<file path="config.mk">
export PLATFORM = sky130hd
export DESIGN_NAME = instr_fetch_unit
export DESIGN_NICKNAME = d
export VERILOG_FILES = /design/src/rtl/instr_fetch_unit.sv
export SDC_FILE = /design/constraint.sdc
export NUM_CORES = 1
export LEC_CHECK = 0
export ABC_AREA = 1
export CORE_MARGIN = 2
export CORE_UTILIZATION = 30
export DETAILED_ROUTE_END_ITERATION = 6
export PLACE_DENSITY = 0.5
export SLEW_MARGIN = 0
export SYNTH_ARGS = -nofsm -noshare
export SYNTH_HDL_FRONTEND = slang
export SYNTH_SLANG_ARGS = --single-unit
</file>
<file path="constraint.sdc">
create_clock -name clk -period 4.4 [get_ports clk]
set_input_delay 0.66 -clock clk [delete_from_list [all_inputs] [get_ports clk]]
set_output_delay 0.66 -clock clk [all_outputs]
set_load 0.05 [all_outputs]
</file>
<file path="src/rtl/instr_fetch_unit.sv">
// Instruction fetch stage feeding mp_top: loadable program memory plus a PC that
// issues one word per clock while running, with bubbles on stall and idle.
module instr_fetch_unit #(
    parameter int DEPTH  = 16,
    parameter int ADDR_W = 4,
    parameter int IW     = 32
) (
    input  logic              clk,
    input  logic              rst_n,
    input  logic              wr_en,
    input  logic [ADDR_W-1:0] wr_addr,
    input  logic [IW-1:0]     wr_data,
    input  logic              start,
    input  logic [ADDR_W:0]   prog_len,
    input  logic              stall,
    output logic [IW-1:0]     instruction,
    output logic              instr_valid,
    output logic [ADDR_W-1:0] pc,
    output logic              busy,
    output logic              done,
    output logic [ADDR_W:0]   issued_cnt,
    output logic [ADDR_W:0]   invalid_cnt
);

    typedef enum logic [1:0] {
        S_IDLE,
        S_RUN,
        S_DONE
    } state_t;

    localparam logic [ADDR_W:0]   DEPTH_L = (ADDR_W + 1)'(DEPTH);
    localparam logic [ADDR_W:0]   CNT_ONE = (ADDR_W + 1)'(1);
    localparam logic [ADDR_W-1:0] PC_ONE  = ADDR_W'(1);

    state_t            state;
    logic [IW-1:0]     mem [DEPTH];
    logic [ADDR_W:0]   len;
    logic [ADDR_W:0]   len_clamped;
    logic              last_word;
    logic [IW-1:0]     cur_word;

    // Opcodes mp_top executes; everything else (including the all-zero bubble) is invalid.
    function automatic logic opcode_invalid(input logic [5:0] op);
        case (op)
            6'd2, 6'd3, 6'd4, 6'd5, 6'd6, 6'd7, 6'd8,
            6'd10, 6'd12, 6'd13, 6'd15: return 1'b0;
            default:                    return 1'b1;
        endcase
    endfunction

    assign len_clamped = (prog_len > DEPTH_L) ? DEPTH_L : prog_len;
    assign last_word   = ({1'b0, pc} == (len - CNT_ONE));
    assign cur_word    = mem[pc];

    // Program memory carries no reset; writes only land while the fetcher is idle.
    always_ff @(posedge clk) begin
        if (state == S_IDLE && wr_en) begin
            mem[wr_addr] <= wr_data;
        end
    end

    always_ff @(posedge clk or negedge rst_n) begin
        if (!rst_n) begin
            state       <= S_IDLE;
            instruction <= '0;
            instr_valid <= 1'b0;
            pc          <= '0;
            busy        <= 1'b0;
            done        <= 1'b0;
            issued_cnt  <= '0;
            invalid_cnt <= '0;
            len         <= '0;
        end else begin
            instruction <= '0;
            instr_valid <= 1'b0;
            done        <= 1'b0;
            case (state)
                S_IDLE: begin
                    if (start) begin
                        pc          <= '0;
                        issued_cnt  <= '0;
                        invalid_cnt <= '0;
                        len         <= len_clamped;
                        if (len_clamped == '0) begin
                            state <= S_DONE;
                            busy  <= 1'b0;
                        end else begin
                            state <= S_RUN;
                            busy  <= 1'b1;
                        end
                    end
                end
                S_RUN: begin
                    if (!stall) begin
                        instruction <= cur_word;
                        instr_valid <= 1'b1;
                        pc          <= pc + PC_ONE;
                        issued_cnt  <= issued_cnt + CNT_ONE;
                        if (opcode_invalid(cur_word[5:0])) begin
                            invalid_cnt <= invalid_cnt + CNT_ONE;
                        end
                        if (last_word) begin
                            state <= S_DONE;
                            busy  <= 1'b0;
                        end
                    end
                end
                S_DONE: begin
                    done  <= 1'b1;
                    pc    <= '0;
                    busy  <= 1'b0;
                    state <= S_IDLE;
                end
                default: begin
                    state <= S_IDLE;
                    busy  <= 1'b0;
                end
            endcase
        end
    end

endmodule
</file>
==> results.md <==
- Die height: 275.9 um
- Dpl cells: 2,625
- Avg Cell Area, Syn: 13.46 sq um
- DP HPWL: 33.31 mm
- Classification of the worst setup path: flip-flop to output port
- Switching portion of total power: 0.3429
- DR pass1 iterations: 7
- Min-Delay Path Class: primary input to async pin
- Initial detailed-routing violation count: 1,160
- #FFs+latches synth: 568
- Final worst slack: 1.267 ns
- Pwr/cell area: 594.0 nW/um^2
- Gates resized, CTS repair: 0
- Post-Layout Inst Area: 26,170 sq um
- Arrival @ worst endpoint: 2.47 ns
- Max Cap Viol: 0
- Synthesis-to-layout area growth: 17.99%
- Longest Clk Path Bufs: 3
- CTS buffer count: 59
- Clock Power Share: 0.321
- Final setup TNS: 0 ns
- Grt total ovfl: 0
- Setup Fix Bufs, Post-CTS: 0
- Vias/cell: 5.009
- Reg clk slew, reported paths: 0.06 ns
- GRT Util Overall: 0.1580
- I/O pin total: 95
- Initial Util: 0.3034
- Syn nets: 1,698
- Register area: 16,790 sq um
- CTS tree: yes
- Pre-CTS worst setup slack: 1.107 ns
- Comb power frac: 0.267
- Outcome: finished with violations
- Critical path, cell by cell: clkdlybuf4s50_1
- DR vias: 13,710
- Failing checks: DRC
- Post-route core utilization: 0.3580
- Fill cell count: 7,024
- Clk_lat worst skew: 0.65 ns
- Routed WL: 60.12 mm
- Final Hold Viols: 0
- Crit path launch type: flip-flop
- Crit path from: pc[1]
- Root Buffer: clkbuf_16
- Final Net Count: 1,777
- Non-Filler Instances: 2,737
- Post-route DRC: 9
- Detail Route Antenna Nets: 0
- Hold Slack: 0.04637 ns
- P_leak: 8.596 nW
- Tmin final: 3.133 ns
- Clk_skew: 0.03774 ns
- Share of layout cells above drive strength 1: 0.08774
- Worst path buffer plus inverter count: 1
- Core Region: 73,080 sq um
- Cts hold-fix bufs: 0
- Max Freq: 319.1 MHz
- Final Total Pwr: 15.54 mW
- Num rows: 99
- Critical-path top delay cell: clkdlybuf4s50_1
- RSZ-0062 raised after global routing: false
- Post-DP Area: 24,210 sq um
- PortBufs: 94
- Reg power frac: 0.412
- Synth warn: 0
- Vias in the first global route: 13,660
- Crit path capture type: output port
- Final setup fails: 0
- Post-Syn Instances: 1,648
- N_diodes: 0
- Kind of cell adding the most delay to the critical path: buffers and inverters
- Die ar.: 76,110 sq um
- Crit path required time: 3.74 ns
- Max-slew violation count: 0
- Global-route wire length before repair: 89.82 mm
- Distinct cells, synth: 34
- Initial antenna violation count: 1
- Max FO, Critical Path: 57
- Routability cong.: 0.7912
- TritonCTS Sinks: 568
- Switch Pwr: 5.329 mW
- Multi-input logic area: 4758 sq um
- Critical R2R Launch: pc[1]
- Slew headroom: 0.2688
- Cell Area, Synth: 22,180 sq um
- Slew @ Worst Pin: 1.095 ns
- Worst vdd ir: 0.4175 mV
- Worst path max stage delay: 0.94 ns
- H-tree depth: 2
- Final Cycle Share: 0.7121
- DR WL/cell: 21.97 um
- Die X: 275.9 um
- Sequential area share after synthesis: 0.7565
- Largest net degree at the start of global routing: 159
- Power Internal: 10.21 mW
layer usage:
layer	wire, um	global-route usage	share of wire
met3	3413	0.02305	0.057
met2	28880	0.2597	0.48
met4	1215	0.04358	0.020
met5	20	0	0.00033
met1	26590	0.2184	0.44
area by class of cell:
type | count | area share
sequential | 568 | 0.6416
multi-input combinational | 912 | 0.1819
clock buffer | 82 | 0.06207
timing repair buffer | 128 | 0.04753
tap | 959 | 0.04586
clock inverter | 30 | 0.01248
inverter | 58 | 0.008560
cell usage in the layout (no fill, tap or decap), drive strengths merged, types with 5 or more instances in the layout:
| cell type | n |
|---|---|
| edfxtp | 512 |
| nor2 | 285 |
| o21ai | 241 |
| nand2 | 104 |
| clkdlybuf4s50 | 93 |
| clkbuf | 82 |
| o221ai | 76 |
| nand3 | 76 |
| inv | 57 |
| dfrtp | 56 |
| o211ai | 42 |
| a21oi | 36 |
| buf | 35 |
| o22ai | 34 |
| clkinv | 25 |
| xor2 | 5 |
| xnor2 | 5 |
| bufinv | 5 |
cell families (layout without fill, tap and decap cells):
kind of cell             Yosys count  in the layout  synth area share
XOR/XNOR                          10             10          0.003949
buffers and inverters            168            298           0.03436
flip-flops                       568            568            0.7565
AO/OA/AOI/OAI                    432            432            0.1178
AND/OR/NAND/NOR                  466            466           0.08514
adder cells (fa/ha/maj)            4              4          0.002257
worst paths after layout:
path / endpoint / slack [ns] / depth (start not counted)
worst max-delay path: pc[1] / 1.27 / 1
worst min-delay path: instruction[2] / 0.05 / 1
worst max register to register: invalid_cnt[4] / 1.40 / 13
worst min register to register: busy / 0.51 / 2
max in group asynchronous: pc[1] / 3.48 / 2
min in group clk: busy / 0.51 / 2
worst register-to-register path: cells and delay by family, from the launching register on:
| kind | cells | cell delay [ns] |
|---|---|---|
| AOI/OAI and AO/OA | 1 | 0.23 |
| buffers and inverters | 2 | 0.96 |
| DFF | 1 | 0.74 |
| and+or+nand+nor | 10 | 0.96 |
synth_stat cells (all sizes together):
cell | number | area, sq um
a211oi | 1 | 7.510
a21oi | 36 | 180.2
buf | 55 | 335.3
clkbuf | 55 | 206.5
clkinv | 1 | 3.750
dfrtp | 56 | 1401
edfxtp | 512 | 15370
ha | 4 | 50.05
inv | 57 | 216.5
nand2 | 104 | 407.9
nand3 | 76 | 390.4
nor2 | 285 | 1085
nor3 | 1 | 5.000
o211ai | 42 | 320.3
o21ai | 241 | 1210
o21bai | 1 | 7.510
o221ai | 76 | 665.6
o22ai | 34 | 212.7
o41ai | 1 | 8.760
xnor2 | 5 | 43.79
xor2 | 5 | 43.79
sequential cells by signal, indices dropped and copies added (netlist names):
name,flops
instruction,32
len,5
instr_valid,1
issued_cnt,5
invalid_cnt,5
pc,4
busy,1
state,2
mem,512
done,1
power by group through the flow:
stage / combinational [mW] / clock, mW / sequential, mW
floorplan: 2.55 / 0 / 6.75
global placement: 4.15 / 0 / 6.51
detailed placement: 4.18 / 0 / 6.52
CTS: 4.19 / 5.09 / 6.41
global route: 4.60 / 5.30 / 6.44
finish: 4.16 / 4.98 / 6.40
Note: power is estimated with default switching activity, not from simulation.
